[src/rtl/rgmii_rx_frame_ctrl.sv]
// Receive frame sequencer: finds preamble/SFD in the raw RGMII byte stream, strips
// preamble, SFD and FCS, checks length and CRC32, and keeps saturating statistics.
module rgmii_rx_frame_ctrl #(
  parameter int MIN_FRAME_LEN = 64,
  parameter int MAX_FRAME_LEN = 1518,
  parameter int STAT_WIDTH    = 32
) (
  input  logic                  rx_mac_aclk,
  input  logic                  rx_reset,
  input  logic                  inband_link_status,
  input  logic [1:0]            inband_clock_speed,
  input  logic [7:0]            rx_axis_rgmii_tdata,
  input  logic                  rx_axis_rgmii_tvalid,
  output logic [7:0]            m_axis_tdata,
  output logic                  m_axis_tvalid,
  output logic                  m_axis_tlast,
  output logic                  m_axis_tuser,
  output logic                  rx_busy,
  output logic [STAT_WIDTH-1:0] stat_good,
  output logic [STAT_WIDTH-1:0] stat_bad,
  output logic [STAT_WIDTH-1:0] stat_pre_err
);

  localparam int              LW          = $clog2(MAX_FRAME_LEN + 2);
  localparam logic [LW-1:0]   LEN_HOLD    = LW'(5);
  localparam logic [LW-1:0]   LEN_MIN     = LW'(MIN_FRAME_LEN);
  localparam logic [LW-1:0]   LEN_MAX     = LW'(MAX_FRAME_LEN);
  localparam logic [LW-1:0]   LEN_SAT     = LW'(MAX_FRAME_LEN + 1);
  localparam logic [31:0]     CRC_INIT    = 32'hFFFF_FFFF;
  localparam logic [31:0]     CRC_RESIDUE = 32'hDEBB_20E3;

  typedef enum logic [1:0] {
    S_IDLE = 2'd0,
    S_PRE  = 2'd1,
    S_DATA = 2'd2,
    S_DROP = 2'd3
  } state_e;

  function automatic logic [31:0] crc32_byte(input logic [31:0] crc, input logic [7:0] din);
    logic [31:0] c;
    c = crc;
    for (int i = 0; i < 8; i++) begin
      if (c[0] ^ din[i]) c = (c >> 1) ^ 32'hEDB8_8320;
      else               c = c >> 1;
    end
    return c;
  endfunction

  function automatic logic [STAT_WIDTH-1:0] sat_inc(input logic [STAT_WIDTH-1:0] v);
    return (&v) ? v : v + STAT_WIDTH'(1);
  endfunction

  state_e                state_q;
  logic [1:0]            gap_q, gap_d;
  logic [LW-1:0]         len_q, len_d;
  logic [31:0]           crc_q, crc_d;
  logic [7:0]            hold_q [5];
  logic [7:0]            tdata_q;
  logic                  tvalid_q, tlast_q, tuser_q;
  logic [STAT_WIDTH-1:0] good_q, bad_q, pre_err_q;
  logic                  byte_vld, link_dn, eof_det, has_hold, frame_ok;

  // Input qualification, gap tracking and next values of length and CRC.
  always_comb begin
    byte_vld = rx_axis_rgmii_tvalid & inband_link_status;
    link_dn  = ~inband_link_status;
    // 10/100 presents a byte every other cycle, so one idle cycle is normal there.
    eof_det  = ~byte_vld & ((inband_clock_speed == 2'b10) | (gap_q != 2'd0));
    if (byte_vld) gap_d = 2'd0;
    else          gap_d = (gap_q == 2'd2) ? gap_q : gap_q + 2'd1;
    len_d    = (len_q == LEN_SAT) ? len_q : len_q + LW'(1);
    crc_d    = crc32_byte(crc_q, rx_axis_rgmii_tdata);
    has_hold = (len_q >= LEN_HOLD);
    frame_ok = has_hold & (crc_q == CRC_RESIDUE) & (len_q >= LEN_MIN);
  end

  // Frame FSM with hold buffer, registered stream outputs and statistics.
  always_ff @(posedge rx_mac_aclk) begin
    if (rx_reset) begin
      state_q   <= S_IDLE;
      gap_q     <= 2'd0;
      len_q     <= '0;
      crc_q     <= CRC_INIT;
      for (int i = 0; i < 5; i++) hold_q[i] <= 8'h00;
      tdata_q   <= 8'h00;
      tvalid_q  <= 1'b0;
      tlast_q   <= 1'b0;
      tuser_q   <= 1'b0;
      good_q    <= '0;
      bad_q     <= '0;
      pre_err_q <= '0;
    end else begin
      gap_q    <= gap_d;
      tdata_q  <= 8'h00;
      tvalid_q <= 1'b0;
      tlast_q  <= 1'b0;
      tuser_q  <= 1'b0;
      case (state_q)
        S_IDLE: begin
          if (byte_vld) begin
            if (rx_axis_rgmii_tdata == 8'h55) begin
              state_q <= S_PRE;
            end else begin
              state_q   <= S_DROP;
              pre_err_q <= sat_inc(pre_err_q);
            end
          end
        end
        S_PRE: begin
          if (link_dn) begin
            state_q <= S_IDLE;
          end else if (byte_vld) begin
            if (rx_axis_rgmii_tdata == 8'hD5) begin
              state_q <= S_DATA;
              len_q   <= '0;
              crc_q   <= CRC_INIT;
            end else if (rx_axis_rgmii_tdata != 8'h55) begin
              state_q   <= S_DROP;
              pre_err_q <= sat_inc(pre_err_q);
            end
          end else if (eof_det) begin
            state_q <= S_IDLE;
          end
        end
        S_DATA: begin
          if (link_dn || eof_det) begin
            state_q  <= S_IDLE;
            tvalid_q <= has_hold;
            tlast_q  <= has_hold;
            tuser_q  <= has_hold & (link_dn | ~frame_ok);
            tdata_q  <= has_hold ? hold_q[4] : 8'h00;
            if (!link_dn && frame_ok) good_q <= sat_inc(good_q);
            else                      bad_q  <= sat_inc(bad_q);
          end else if (byte_vld) begin
            crc_q    <= crc_d;
            len_q    <= len_d;
            tvalid_q <= has_hold;
            tdata_q  <= has_hold ? hold_q[4] : 8'h00;
            if (len_q == LEN_MAX) begin
              tlast_q <= 1'b1;
              tuser_q <= 1'b1;
              bad_q   <= sat_inc(bad_q);
              state_q <= S_DROP;
            end else begin
              hold_q[0] <= rx_axis_rgmii_tdata;
              for (int i = 1; i < 5; i++) hold_q[i] <= hold_q[i-1];
            end
          end
        end
        S_DROP: begin
          if (link_dn || eof_det) state_q <= S_IDLE;
        end
        default: state_q <= S_IDLE;
      endcase
    end
  end

  assign m_axis_tdata  = tdata_q;
  assign m_axis_tvalid = tvalid_q;
  assign m_axis_tlast  = tlast_q;
  assign m_axis_tuser  = tuser_q;
  assign rx_busy       = (state_q != S_IDLE);
  assign stat_good     = good_q;
  assign stat_bad      = bad_q;
  assign stat_pre_err  = pre_err_q;

endmodule

[config.mk]
export PLATFORM = sky130hd
export DESIGN_NAME = rgmii_rx_frame_ctrl
export DESIGN_NICKNAME = d
export VERILOG_FILES = /design/src/rtl/rgmii_rx_frame_ctrl.sv
export SDC_FILE = /design/constraint.sdc
export NUM_CORES = 1
export LEC_CHECK = 0
export BUFFER_PORTS_ARGS = -buffer_cell sky130_fd_sc_hd__clkbuf_2
export CORE_AREA = 4 4 162 102
export DETAILED_ROUTE_END_ITERATION = 6
export DIE_AREA = 0 0 166 106
export PLACE_DENSITY = 0.84
export SKIP_LAST_GASP = 1
export SYNTH_ARGS = -nofsm -noshare
export SYNTH_HDL_FRONTEND = slang
export SYNTH_SLANG_ARGS = --single-unit
[constraint.sdc]
create_clock -name rx_mac_aclk -period 4.85 [get_ports rx_mac_aclk]
set_input_delay 0.485 -clock rx_mac_aclk [delete_from_list [all_inputs] [get_ports rx_mac_aclk]]
set_output_delay 0.485 -clock rx_mac_aclk [all_outputs]
set_load 0.02 [all_outputs]
==> results.md <==
* Status: finished clean
* Final Skew at approximately 0.022 ns
* First DRT Iteration DRCs at 757
* Pwr/cell area at 328 nW/µm²
* Worst min-delay path category: input pin to flop
* Die span in y at 106 µm
* Via count at between 7000 and 8000
* Initial antenna violation count at 0
* Largest net degree at the start of global routing at between 80 and 90
* GRT Resource Usage Total at 24.1%
* Total wire length at approximately 21000 µm
* Initial Utilization at 61.0%
* Post-Route Setup TNS at 0 ns
* Core area at approximately 15000 µm²
* Total of max-cap violations at 0
* N_diodes at 0
* Flop and latch count out of synthesis at ~190
* Root Buffer: clkbuf_16
* CTS Buffer Depth at 2
* Crit path DAT at approximately 3.4 ns
* H-Tree Depth at 4
* CP Class: flop to flop
* DR vias/cell at slightly below 6
* Synth top area share at between 30% and 40%
* Most frequent CP cell: nor2_1
* First-pass iteration count of the detailed router at 6
* First-pass GRT wire length at approximately 35000 µm
* Setup Fix Bufs, Post-CTS at 0
* Crit end category: flop
* Final Setup Violations at 0
* Non-filler instance count after layout at about 1300
* Hold-critical path depth at 2
* Placement row count at 35
* Post_cts resized at 0
* CTS tree: yes
* Clock-pin slew on the worst setup and hold paths at about 0.080 ns
* Top cell type by total area after synthesis: dfxtp_1
* Synth-to-Final Area Change at 14.8%
* Mapped Area at around 9200 µm²
* Largest stage delay, worst path at about 0.90 ns
* Reg2reg path depth at 8
* Die area at approximately 18000 µm²
* Hold Fails Final Rpt at 0
* CTS Buf Count at 17
* Least-Margin Pin Slew at between 1 and 1.5 ns
* Number of global-route vias before repair at between 6000 and 7000
* Startpoint types: flop
* Final Max Tran Viols at 0
* Drt wl/cell at approximately 17 µm
* Fmax at between 300 and 400 MHz
* Slowest CP cell: nor4_2
* # hold bufs at CTS at 0
* I/O Pins at between 100 and 150
* Setup WS pre-CTS at roughly 1.9 ns
* Worst setup margin at around 1.8 ns
* Clk sink count at between 150 and 200
* Post-synth ARST share at 0%
* Remaining global-route overflow at 0
* DIE WIDTH at 166 µm
* Final Hold Slack at around 0.42 ns
* EDFF count, synth at 40
* Netlist cell types at 56
* DRC Markers at 0
* Largest cells by area after synthesis: dfxtp_1 (34%), edfxtp_1 (13%), xnor2_1 (8.4%)
* Worst-Skew Late Latency at ~0.43 ns
* Ys Warns at 0
* Syn Nets at 988
* Slew HR at between 20% and 30%
* Top_reg_cell synth: dfxtp_1
* Max VDD drop at 287 µV
* Seq/Total Area, Yosys at 46.7%
* Final ANT Viol Nets at 0
* Cells along the critical path: ha_1 > nand3_1 > or2_2 > nor4_2 > nor2_1 > nand4_1 > xor2_1 > nor2_1
* Mapped Cells at 965
* Worst-path maximum fanout at 12
* RSZ-0062 raised after global routing: no
* Placed cells at 1249
* Period Utilization, post-route at a little over three fifths
* GP Congestion at 0.925
* Proportion of layout cells with a drive suffix above 1 at between 10% and 20%
* Port bufs at between 100 and 150
* LEAKAGE at just under 0.004 µW
* Post-layout min period at 3.06 ns
* Nets@finish at roughly 1100
* Synthesized area per cell at approximately 9.5 µm²
* Hpwl dp at 14800 µm
* WP data required at between 5 and 6 ns
synth_stat cells, drive strengths merged (16+ instances only):
library cell,instances
and3,23
nand3,50
nand4,46
nand2,49
and4,16
xnor2,89
clkbuf,39
nor3,30
nand2b,16
dfxtp,154
xor2,79
nor2,123
edfxtp,40
and2,56
final timing paths:
kind                          startpoint              end  slack (ns)
hold / removal    rx_axis_rgmii_tdata[1]     hold_q[0][1]        0.42
setup reg to reg             stat_bad[0]      stat_bad[6]        1.79
hold reg to reg            hold_q[0][32]  m_axis_tdata[0]        0.45
setup / recovery             stat_bad[0]      stat_bad[6]        1.79
stage by stage:
step | util, % | instance area, µm² | total power, µW
floorplan | - | 9170 | 1920
global placement | 65.8 | 9880 | 1980
detailed placement | 65.8 | 9880 | 1990
CTS | 70.0 | 10500 | 3470
global route | 70.0 | 10500 | 3560
finish | 70.0 | 10500 | 3460
layout make-up:
cell class,instances,area [µm²]
multi-input cells,719,4680
fillers,1149,4500
flip-flops and latches,194,4280
repair buffers,124,631
clock buffers,17,425
well taps,203,254
clock inverters,15,215
inverters,9,33.8
registers in the layout (all words and copies together), names as in the netlist:
signal and count:
hold_q 40, crc_q 32, stat_bad 32, stat_good 32, stat_pre_err 32, len_q 11, m_axis_tdata 8, gap_q 2
state_q 2, m_axis_tlast 1, m_axis_tuser 1, m_axis_tvalid 1
worst max-delay path, delay by kind of cell, from the launching register on:
kind,cells,cell delay (ns)
XOR/XNOR,1,0.19
adder cells (fa/ha/maj),1,0.26
flip-flops,1,0.48
AND/OR/NAND/NOR,6,2.00
report_power, final:
part | leakage, µW | total (µW) | internal (µW) | switching (µW)
Sequential | 0.00166 | 1690 | 1670 | 18.0
Combinational | 0.00201 | 270 | 106 | 164
Clock | 0.000309 | 1500 | 731 | 768
cells in the final DEF, fill, tap and decap left out, types with 6 or more instances in the layout:
master / n
o22a_1: 13
dfxtp_1: 154
o21ai_0: 10
inv_1: 9
nor2_1: 122
nand2_1: 48
clkbuf_2: 120
a21oi_1: 13
o22ai_1: 10
and2_1: 56
nor4_1: 10
and3_1: 23
nand2b_1: 16
xnor2_1: 88
xor2_1: 79
nand4_1: 46
ha_1: 9
nand3_1: 50
nor3_1: 29
or3_1: 6
edfxtp_1: 40
and4_1: 15
clkbuf_16: 17
routing by layer:
layer,routed length [µm],GRT usage [%],up-vias
met3,1560,4.87,19
met4,215,5.30,0
met2,9150,35.6,301
li1,-,-,3573
met1,10400,36.4,3567
met5,0,0,-
kinds of logic after synthesis:
family | after synthesis | synth area share [%]
compound gates | 70 | 5.41
mux | 4 | 0.451
simple gates | 468 | 27.7
fa+ha+maj | 9 | 1.23
xor+xnor | 168 | 16.1
flops | 194 | 46.7
buf+inv | 52 | 2.29
(Power assumes the default switching activity.)
